$ cat config.mk
export PLATFORM = sky130hd
export DESIGN_NAME = sap_core
export DESIGN_NICKNAME = d
export VERILOG_FILES = /design/src/rtl/sap_core.sv
export SDC_FILE = /design/constraint.sdc
export NUM_CORES = 1
export LEC_CHECK = 0
export BUFFER_PORTS_ARGS = -buffer_cell sky130_fd_sc_hd__buf_4
export CAP_MARGIN = 10
export CORE_MARGIN = 2
export CORE_UTILIZATION = 60
export CTS_BUF_LIST = sky130_fd_sc_hd__clkbuf_8
export CTS_CLUSTER_DIAMETER = 200
export DETAILED_ROUTE_END_ITERATION = 10
export GPL_TIMING_DRIVEN = 0
export PLACE_DENSITY = 0.82
export SYNTH_ARGS = -nofsm -noshare
export SYNTH_HDL_FRONTEND = slang
export SYNTH_SLANG_ARGS = --single-unit
$ cat constraint.sdc
create_clock -name i_clk -period 3.1 [get_ports i_clk]
set_input_delay 0.62 -clock i_clk [delete_from_list [all_inputs] [get_ports i_clk]]
set_output_delay 0.62 -clock i_clk [all_outputs]
set_load 0.02 [all_outputs]
$ cat src/rtl/sap_core.sv
// sap_core: minimal SAP-style accumulator CPU with on-chip program/data memory.
// Ports:
//   i_clk        - clock, all state changes on rising edge
//   i_rst        - synchronous active-high reset (memory contents preserved)
//   i_prog_we    - program-memory write strobe (honoured only in reset or HALT)
//   i_prog_addr  - program-memory write address
//   i_prog_data  - program-memory write data
//   o_out        - output register, loaded by OUT
//   o_out_valid  - one-cycle pulse when o_out is updated
//   o_halted     - high while in HALT
//   o_illegal    - sticky flag, set on an undefined opcode
module sap_core #(
  parameter int unsigned DATA_W = 8,
  parameter int unsigned ADDR_W = 4
) (
  input  logic              i_clk,
  input  logic              i_rst,
  input  logic              i_prog_we,
  input  logic [ADDR_W-1:0] i_prog_addr,
  input  logic [DATA_W-1:0] i_prog_data,
  output logic [DATA_W-1:0] o_out,
  output logic              o_out_valid,
  output logic              o_halted,
  output logic              o_illegal
);

  localparam int unsigned DEPTH = 1 << ADDR_W;
  localparam int unsigned OP_W  = 4;

  // Opcode field must not overlap the operand field.
  if (DATA_W < ADDR_W + 4) begin : g_bad_width
    $error("sap_core: DATA_W must be at least ADDR_W+4");
  end

  localparam logic [OP_W-1:0] OP_NOP = 4'h0;
  localparam logic [OP_W-1:0] OP_LDA = 4'h1;
  localparam logic [OP_W-1:0] OP_ADD = 4'h2;
  localparam logic [OP_W-1:0] OP_SUB = 4'h3;
  localparam logic [OP_W-1:0] OP_STA = 4'h4;
  localparam logic [OP_W-1:0] OP_LDI = 4'h5;
  localparam logic [OP_W-1:0] OP_JMP = 4'h6;
  localparam logic [OP_W-1:0] OP_JC  = 4'h7;
  localparam logic [OP_W-1:0] OP_JZ  = 4'h8;
  localparam logic [OP_W-1:0] OP_OUT = 4'hE;
  localparam logic [OP_W-1:0] OP_HLT = 4'hF;

  typedef enum logic [2:0] {
    S_FETCH   = 3'd0,
    S_LOAD_IR = 3'd1,
    S_EXEC    = 3'd2,
    S_MEM     = 3'd3,
    S_HALT    = 3'd4
  } state_t;

  state_t state, next_state;

  logic [DATA_W-1:0] mem [DEPTH];
  logic [DATA_W-1:0] rdata;
  logic [ADDR_W-1:0] pc;
  logic [DATA_W-1:0] a;
  logic [OP_W-1:0]   ir_op;
  logic [ADDR_W-1:0] ir_arg;
  logic              c_flag;
  logic              z_flag;

  // Control strobes from the output decoder.
  logic [ADDR_W-1:0] raddr_c;
  logic              ir_load_c;
  logic              jump_c;
  logic              ldi_c;
  logic              sta_c;
  logic              out_c;
  logic              illegal_c;
  logic              mem_op_c;
  logic              prog_ok_c;
  logic [DATA_W:0]   alu_c;

  assign o_halted = (state == S_HALT);

  // State register.
  always_ff @(posedge i_clk) begin
    if (i_rst) state <= S_FETCH;
    else       state <= next_state;
  end

  // Next-state logic.
  always_comb begin
    next_state = state;
    case (state)
      S_FETCH:   next_state = S_LOAD_IR;
      S_LOAD_IR: next_state = S_EXEC;
      S_EXEC: begin
        case (ir_op)
          OP_LDA, OP_ADD, OP_SUB: next_state = S_MEM;
          OP_HLT:                 next_state = S_HALT;
          default:                next_state = S_FETCH;
        endcase
      end
      S_MEM:   next_state = S_FETCH;
      S_HALT:  next_state = S_HALT;
      default: next_state = S_FETCH;
    endcase
  end

  // Output/control decode per state.
  always_comb begin
    raddr_c   = pc;
    ir_load_c = 1'b0;
    jump_c    = 1'b0;
    ldi_c     = 1'b0;
    sta_c     = 1'b0;
    out_c     = 1'b0;
    illegal_c = 1'b0;
    mem_op_c  = 1'b0;
    case (state)
      S_FETCH:   raddr_c = pc;
      S_LOAD_IR: ir_load_c = 1'b1;
      S_EXEC: begin
        raddr_c = ir_arg;
        case (ir_op)
          OP_NOP, OP_LDA, OP_ADD, OP_SUB, OP_HLT: ;
          OP_LDI: ldi_c  = 1'b1;
          OP_JMP: jump_c = 1'b1;
          OP_JC:  jump_c = c_flag;
          OP_JZ:  jump_c = z_flag;
          OP_STA: sta_c  = 1'b1;
          OP_OUT: out_c  = 1'b1;
          default: illegal_c = 1'b1;
        endcase
      end
      S_MEM:   mem_op_c = 1'b1;
      default: ;
    endcase
  end

  // SUB is A + ~M + 1 so the carry out means "no borrow".
  always_comb begin
    if (ir_op == OP_SUB)
      alu_c = (DATA_W+1)'({1'b0, a}) + (DATA_W+1)'({1'b0, ~rdata}) + (DATA_W+1)'(1);
    else
      alu_c = (DATA_W+1)'({1'b0, a}) + (DATA_W+1)'({1'b0, rdata});
  end

  assign prog_ok_c = i_prog_we && (i_rst || (state == S_HALT));

  // Memory: registered read, external program port or STA write.
  always_ff @(posedge i_clk) begin
    rdata <= mem[raddr_c];
    if (prog_ok_c)
      mem[i_prog_addr] <= i_prog_data;
    else if (sta_c && !i_rst)
      mem[ir_arg] <= a;
  end

  // Datapath registers.
  always_ff @(posedge i_clk) begin
    if (i_rst) begin
      pc          <= '0;
      a           <= '0;
      ir_op       <= '0;
      ir_arg      <= '0;
      c_flag      <= 1'b0;
      z_flag      <= 1'b0;
      o_out       <= '0;
      o_out_valid <= 1'b0;
      o_illegal   <= 1'b0;
    end else begin
      o_out_valid <= out_c;
      if (ir_load_c) begin
        ir_op  <= rdata[DATA_W-1 -: OP_W];
        ir_arg <= rdata[ADDR_W-1:0];
        pc     <= pc + ADDR_W'(1);
      end
      if (jump_c)    pc        <= ir_arg;
      if (ldi_c)     a         <= DATA_W'(ir_arg);
      if (out_c)     o_out     <= a;
      if (illegal_c) o_illegal <= 1'b1;
      if (mem_op_c) begin
        if (ir_op == OP_LDA) begin
          a <= rdata;
        end else begin
          a      <= alu_c[DATA_W-1:0];
          c_flag <= alu_c[DATA_W];
          z_flag <= (alu_c[DATA_W-1:0] == '0);
        end
      end
    end
  end

endmodule

==> results of run 1 <==
flip-flops by register name, indices dropped and copies added, names as in the netlist:
register,flops
a,8
o_out_valid,1
rdata,8
ir_arg,4
mem,128
o_illegal,1
c_flag,1
state,3
pc,4
ir_op,4
o_out,8
z_flag,1
layer usage:
metal,global-route usage [%],vias to the layer above
met4,13.1,0
met1,35.7,2647
met5,0,-
met3,5.09,45
li1,-,2588
met2,40.3,235
where the power goes:
part	switching, mW	total, mW	internal [mW]
combinational	0.412	0.638	0.226
clock	0.739	1.43	0.687
sequential	0.0519	2.56	2.50
how the worst max path moves through the flow:
stage / slack, ps / from / endpoint
6_report: 380 / state[1] / mem[0][4]
5_1_grt: 150 / state[1] / mem[1][0]
4_1_cts: 380 / state[1] / mem[2][0]
3_5_place_dp: 330 / i_rst / mem[2][5]
3_3_place_gp: -550 / i_rst / mem[4][2]
2_1_floorplan: 700 / i_rst / mem[0][0]
cells in the final DEF (no fill, tap or decap), types with 11 or more instances in the layout:
cell type / instances
ha_1: 18
dfxtp_1: 43
nor2_1: 56
clkbuf_1: 12
a21oi_1: 26
edfxtp_1: 128
o21ai_0: 11
buf_4: 31
a32oi_1: 11
mux2i_1: 53
o21ai_1: 20
nand3_1: 19
inv_1: 24
nand2_1: 153
clkbuf_8: 17
tightest hold or removal path: cells and delay by family (launching register included):
| kind | cells | cell delay (ps) |
|---|---|---|
| AO/OA/AOI/OAI | 1 | 50 |
| flip-flops | 1 | 340 |
| AND/OR/NAND/NOR | 1 | 60 |
layout make-up:
cell class / count / area share (%)
flip-flops and latches: 171 / 54.9
clock inverters: 15 / 1.37
inverters: 19 / 0.832
well taps: 172 / 2.51
multi-input cells: 464 / 33.0
plain buffers: 36 / 2.31
repair buffers: 26 / 2.37
clock buffers: 17 / 2.73
metrics by stage:
stage	utilization [%]	power (mW)	std cells	setup slack (ps)	hold slack [ps]
after floorplan	-	3.04	690	704	426
after global placement	64.7	3.21	886	-552	461
after detailed placement	64.8	3.23	888	331	470
after CTS	67.6	4.62	920	375	481
after global routing	67.6	4.80	920	145	503
final	67.6	4.62	920	378	484
logic make-up after synthesis:
logic type	count (synthesis)	synth area share (%)
AO/OA/AOI/OAI	113	9.66
XOR/XNOR	5	0.562
adder cells (fa/ha/maj)	20	3.40
buffers and inverters	55	3.45
flip-flops	171	60.3
multiplexers	56	7.28
AND/OR/NAND/NOR	270	15.3
==> impl_metrics.csv, run 1 <==
group,metric,value,unit
critical_path,start_kind,"flop",
placed_design,dp_hpwl,12700,um
critical_path,worstSetupPathType,"flop to flop",
drt,drcViolationCount,0,
yosys,yosysTopAreaCell,"edfxtp_1",
drt,postRouteAntennaNets,0,
cts,htree_num_levels,4,
min_path,hold_start,"z_flag",
drt,top_layer,"met4",
critical_path,reg2reg_slack,380,ps
critical_path,cp_slowest_cell,"nor2_1",
yosys,synth_area,7800,um2
power,p_per_area,539,nW/um2
yosys,syn-num-nets,725,
cts,clockRootBuffer,"clkbuf_8",
timing,slew_headroom,29.4,%
critical_path,worstSetupEndpointType,"flop",
timing,setup_viol_count_final,0,
placed_design,postPlaceCellArea,8220,um2
yosys,ys.flop_type,"edfxtp_1",
drt,drtIter0Drc,727,
critical_path,required,3180,ps
outcome,status,"completed",
floorplan,initial_core_util,61.5,%
placed_design,gp_congestion,0.926,
critical_path,path_cells,"nor3b_4 > buf_6 > nand4_2 > nor3_1 > a31oi_1 > nor2_1",
job,max_cap_viol_count,0,
timing,finalMaxSlewViolations,0,
cts,clk_path_buf_depth,2,
timing,period_minus_slack,2720,ps
floorplan,core-area,12700,um2
floorplan,rows,41,
placed_design,port_buffers,24,
yosys,syn_inst,690,
critical_path,cp.depth,6,
yosys,synth-edff-count,128,
drt,wl_per_cell,19.2,um
critical_path,crit_buf_inv,1,
critical_path,r2r_start,"state[1]",
cts,hold_buffers,0,
yosys,synth.distinct_cells,62,
grt,grt_pass1_vias,5229,
finish,area_growth,9.87,%
cts,clock-sinks,171,
drt,wl,17600,um
drt,vias,5515,
power,vdd_drop_max,0.000409,V
floorplan,fp.dieW,118,um
drt,drt-vias-per-instance,5.99,
cts,cts_tree,"done",
critical_path,rr_endpoint,"mem[0][4]",
floorplan,die_area,13900,um2
grt,grt_pass1_wl,27900,um
min_path,hold_class,"flop to flop",
finish,drive_gt1_share,10.6,%
timing,fmax,367,MHz
critical_path,cp.arrival,2800,ps
finish,seqCellArea,4700,um2
critical_path,path_delay_family,"simple AND/OR/NAND/NOR gates",
min_path,holdPathStages,2,
finish,multi_input_area,2820,um2
finish,final_nets,770,
drt,met2_length,8090,um
finish,antenna_cells,0,
cts,cts_buffers,17,
yosys,synthTopCellsByArea,"edfxtp_1, dfxtp_1, nand2_1, mux2i_1, ha_1",
critical_path,path_max_fanout,10,
cts,post-cts-setup-buffers,0,
timing,final.setup.tns,0,ps
critical_path,worst_path_largest_cell_delay,680,ps
yosys,ys_warn_count,0,
grt,antenna_found_initial,0,
yosys,synth_common_cells,"nand2_1, edfxtp_1, nor2_1",
yosys,synth.avg_cell_area,11.3,um2
yosys,seq_area_frac_synth,60.3,%
floorplan,die_h,118,um
yosys,yosys_register_bits,171,
yosys,yosysTopAreaCellShare,49.3,%
cts,cts_resized,0,
cts,clkTransAtPathRegs,80,ps
critical_path,r2r_cells,6,
grt,grt_usage,26.2,%
drt,drt_pass1_iterations,6,
yosys,synth_most_common_cell,"nand2_1",
grt,grt_overflow,0,
min_path,hold_end,"z_flag",
floorplan,io-pin-count,26,
timing,worst_pin_slew,1040,ps
drt,wl_met3,1060,um
timing,clock_skew,7.49,ps
timing,finalCritPeriodShare,87.8,%
drt,wirelength_met1,7780,um
timing,rsz0062_at_grt,"false",
timing,final_hold_viol_count,0,
power,cellLeakagePower,3.42,nW
finish,final_area,8570,um2
yosys,async_flop_share,0,%
cts,clock_latency,450,ps
grt,grt_max_degree,17,
finish,num-fill-cells,943,
No activity file was read; power rests on OpenSTA's default activity.
==> inputs of run 2 (changes only) <==
--- a/config.mk
+++ b/config.mk
@@ -14,6 +14,7 @@
 export DETAILED_ROUTE_END_ITERATION = 10
 export GPL_TIMING_DRIVEN = 0
 export PLACE_DENSITY = 0.82
+export RECOVER_POWER = 50
 export SYNTH_ARGS = -nofsm -noshare
 export SYNTH_HDL_FRONTEND = slang
 export SYNTH_SLANG_ARGS = --single-unit
==> impl_metrics.csv, run 2 (synthesized netlist as in run 1, its figures left out) <==
group,metric,value,unit
cts,htree_num_levels,4,
critical_path,worstSetupEndpointType,"flop",
drt,drtIter0Drc,751,
power,fin_total_pwr,4.61,mW
floorplan,fp.dieW,118,um
timing,worst_pin_slew,1030,ps
timing,setup_viol_count_final,0,
placed_design,port_buffers,24,
job,max_cap_viol_count,0,
grt,grt_max_degree,17,
timing,rsz0062_at_grt,"false",
grt,antenna_found_initial,0,
placed_design,dp_hpwl,12700,um
grt,grt_pass1_wl,27900,um
cts,post-cts-setup-buffers,0,
floorplan,core-area,12700,um2
cts,clkTransAtPathRegs,80,ps
floorplan,initial_core_util,61.5,%
drt,drcViolationCount,0,
drt,wl,17600,um
critical_path,required,3400,ps
grt,grt_pass1_vias,5229,
cts,cts_tree,"done",
timing,clock_skew,7.97,ps
cts,clockRootBuffer,"clkbuf_8",
critical_path,worstSetupPathType,"flop to flop",
finish,regMostFlops,"mem",
placed_design,place_ws,331,ps
grt,grt_usage,26.2,%
cts,cts_resized,0,
critical_path,start_kind,"flop",
timing,setup_slack,262,ps
timing,period_minus_slack,2840,ps
drt,wl_per_cell,19.1,um
floorplan,die_area,13900,um2
drt,vias,5537,
timing,fmax,352,MHz
power,p_per_area,543,nW/um2
finish,final_area,8490,um2
floorplan,rows,41,
cts,clock-sinks,171,
drt,drt-vias-per-instance,6.02,
finish,final_cell_mix,"nand2_1, edfxtp_1, nor2_1, mux2i_1, dfxtp_1",
cts,clock_latency,450,ps
finish,drive_gt1_share,8.56,%
power,vdd_drop_max,0.000407,V
grt,top_usage_layer,"met2",
placed_design,postPlaceCellArea,8220,um2
floorplan,die_h,118,um
grt,grt_overflow,0,
drt,postRouteAntennaNets,0,
power,cellLeakagePower,3.34,nW
outcome,status,"completed",
min_path,hold_class,"flop to flop",
finish,final_common_cell,"nand2_1",
grt,globalRouteMet1Util,35.7,%
cts,hold_buffers,0,
critical_path,cp.arrival,3140,ps
cts,cts_buffers,17,
timing,slew_headroom,30.1,%
finish,largest_register_ff_count,128,
timing,finalMaxSlewViolations,0,
critical_path,path_max_fanout,10,
cts,clk_path_buf_depth,2,
placed_design,gp_congestion,0.926,
grt,grt_util_met2,40.3,%
grt,use_met3,5.09,%
placed_design,dp.cells,888,
timing,final_hold_viol_count,0,
timing,final.setup.tns,0,ps
finish,antenna_cells,0,
finish,final_nets,770,
finish,area_growth,8.94,%
finish,fin_cells,920,
timing,finalCritPeriodShare,91.6,%
drt,drt_pass1_iterations,5,
floorplan,io-pin-count,26,
==> run 2: final timing paths <==
| check | startpoint | end | slack (ps) | cells after the start |
|---|---|---|---|---|
| worst min register to register | z_flag | z_flag | 500 | 2 |
| worst max-delay path | state[1] | rdata[1] | 260 | 7 |
| worst min-delay path | z_flag | z_flag | 500 | 2 |
| worst max register to register | state[1] | rdata[1] | 260 | 7 |
==> run 2: through the flow <==
step | hold slack (ps) | util (%)
CTS | 481 | 67.6
finish | 502 | 67.0
global placement | 461 | 64.7
detailed placement | 470 | 64.8
floorplan | 426 | -
global route | 515 | 67.0
==> run 2: worst max-delay path, cell delays in order, from the launching register on <==
cell and delay (ps):
dfxtp_1 450, nor3b_4 340, mux2i_1 330, clkbuf_1 550, buf_4 340, mux2i_1 150
a32oi_1 340, o221ai_1 190
==> run 2: cell type report <==
type / instances / area [um2]
multi-input combinational: 464 / 2800
clock buffer: 17 / 234
timing repair buffer: 26 / 154
buffer: 36 / 194
fill: 960 / 4180
clock inverter: 15 / 118
inverter: 19 / 71.3
tap: 172 / 215
sequential: 171 / 4700
==> run 2: power breakdown <==
part / internal (mW) / total, mW / switching [mW] / leakage [nW]
combinational: 0.223 / 0.631 / 0.408 / 1.64
sequential: 2.50 / 2.56 / 0.0521 / 1.50
clock: 0.687 / 1.42 / 0.738 / 0.200
==> run 2: routing by layer <==
layer	wire length (um)	vias up
li1	-	2581
met1	7690	2672
met2	8090	233
met3	1080	51
met4	731	0
met5	0	-
==> inputs of run 3 (changes only) <==
==> config.mk (replaced) <==
export PLATFORM = sky130hd
export DESIGN_NAME = sap_core
export DESIGN_NICKNAME = d
export VERILOG_FILES = /design/src/rtl/sap_core.sv
export SDC_FILE = /design/constraint.sdc
export NUM_CORES = 1
export LEC_CHECK = 0
export CAP_MARGIN = 10
export CORE_MARGIN = 2
export CORE_UTILIZATION = 60
export CTS_BUF_LIST = sky130_fd_sc_hd__clkbuf_8
export CTS_CLUSTER_DIAMETER = 120
export DETAILED_ROUTE_END_ITERATION = 10
export DONT_BUFFER_PORTS = 1
export GPL_TIMING_DRIVEN = 0
export PLACE_DENSITY = 0.81
export RECOVER_POWER = 50
export SYNTH_ARGS = -nofsm -noshare
export SYNTH_HDL_FRONTEND = slang
export SYNTH_SLANG_ARGS = --single-unit
==> impl_metrics.csv, run 3 (synthesized netlist as in run 1, its figures left out) <==
group,metric,value,unit
critical_path,r2r_start,"state[1]",
timing,period_minus_slack,2960,ps
job,max_cap_viol_count,0,
finish,regMostFlops,"mem",
grt,grt_pass1_wl,28600,um
grt,grt_max_degree,17,
placed_design,port_buffers,0,
cts,clock_latency,460,ps
finish,final_nets,746,
grt,grt_pass1_vias,5467,
power,vdd_drop_max,0.000258,V
placed_design,postPlaceCellArea,8040,um2
timing,setup_viol_count_final,0,
timing,final.setup.tns,0,ps
critical_path,worstSetupEndpointType,"flop",
critical_path,cp.arrival,3270,ps
floorplan,io-pin-count,26,
cts,clockRootBuffer,"clkbuf_8",
cts,cts_tree,"done",
finish,largest_register_ff_count,128,
grt,grt_overflow,0,
power,p_per_area,569,nW/um2
timing,finalCritPeriodShare,95.5,%
cts,clock-sinks,171,
power,cellLeakagePower,3.28,nW
drt,postRouteAntennaNets,0,
critical_path,start_kind,"flop",
timing,slew_headroom,12.6,%
critical_path,path_max_fanout,10,
cts,clk_path_buf_depth,2,
critical_path,required,3410,ps
cts,clkTransAtPathRegs,90,ps
floorplan,initial_core_util,61.5,%
drt,drt-vias-per-instance,6.19,
finish,fin_cells,896,
drt,drcViolationCount,0,
min_path,hold_end,"z_flag",
drt,wl,18200,um
min_path,hold_start,"z_flag",
finish,antenna_cells,0,
floorplan,die_area,13900,um2
timing,worst_pin_slew,1300,ps
finish,final_area,8410,um2
min_path,hold_class,"flop to flop",
power,fin_total_pwr,4.79,mW
drt,wl_per_cell,20.3,um
floorplan,die_h,118,um
placed_design,dp_hpwl,12700,um
grt,grt_usage,27.1,%
floorplan,rows,41,
timing,clock_skew,13.3,ps
grt,antenna_found_initial,0,
critical_path,reg2reg_slack,140,ps
drt,vias,5547,
placed_design,gp_congestion,0.902,
timing,final_hold_viol_count,0,
finish,area_growth,7.88,%
finish,drive_gt1_share,7.87,%
timing,fmax,338,MHz
min_path,holdPathStages,2,
critical_path,r2r_cells,6,
critical_path,rr_endpoint,"mem[11][2]",
timing,finalMaxSlewViolations,0,
floorplan,fp.dieW,118,um
placed_design,dp.cells,864,
cts,cts_buffers,17,
cts,hold_buffers,0,
floorplan,core-area,12700,um2
finish,final_common_cell,"nand2_1",
drt,drt_pass1_iterations,5,
critical_path,worstSetupPathType,"flop to flop",
timing,rsz0062_at_grt,"false",
drt,drtIter0Drc,575,
cts,htree_num_levels,4,
finish,final_cell_mix,"nand2_1, edfxtp_1, mux2i_1, nor2_1, dfxtp_1",
outcome,status,"completed",
## run 3: changes by cell type in the layout (fill, tap and decap cells not counted), moves of 2 or more
cell / delta
nor2_1: -3
inv_1: -4
buf_2: -3
clkbuf_1: -12
inv_6: +2
buf_4: -12
nor2_2: +3
## run 3: critical path: stages, from the launching register on
cell      delay, ps
dfxtp_1         450
nor3b_4         340
buf_6           210
nand4_2         270
clkbuf_1        350
o21ai_0         930
buf_6           250
## run 3: final cells by class
type,count,area (um2)
Fill cell,963,4260
Inverter,19,71.3
Multi-Input combinational cell,464,2800
Buffer,36,195
Sequential cell,171,4700
Timing Repair Buffer,2,22.5
Tap cell,172,215
Clock buffer,17,234
Clock inverter,15,169
## run 3: power by group
part	internal, mW	total [mW]	switching, mW
Combinational	0.214	0.618	0.404
Clock	0.796	1.61	0.813
Sequential	2.50	2.56	0.0558
## run 3: worst max path at each step
stage | from | to | depth (start not counted)
floorplan | i_rst | mem[0][0] | 5
global route | state[2] | mem[11][2] | 6
global placement | i_rst | mem[3][0] | 5
detailed placement | state[2] | mem[10][5] | 6
finish | state[1] | mem[11][2] | 6
CTS | state[2] | mem[10][3] | 6
## run 3: metrics by stage
stage / hold WS [ps] / util [%] / setup slack [ps]
final: 485 / 66.4 / 140
after global routing: 511 / 66.4 / 5.61
after CTS: 478 / 66.6 / 179
after detailed placement: 467 / 63.4 / 233
after global placement: 470 / 63.2 / -600
after floorplan: 426 / - / 704
## run 3: what timing repair did
item	CTS	global route
setup buffers	0	0
resized for setup	0	3
endpoints found under the setup margin	0	16
## run 3: layer usage
metal	global-route usage, %	part of all wire, %	vias to the layer above
met3	5.57	8.6	58
li1	-	-	2532
met4	14.2	4.0	0
met1	36.2	41	2662
met5	0	0	-
met2	41.9	47	295
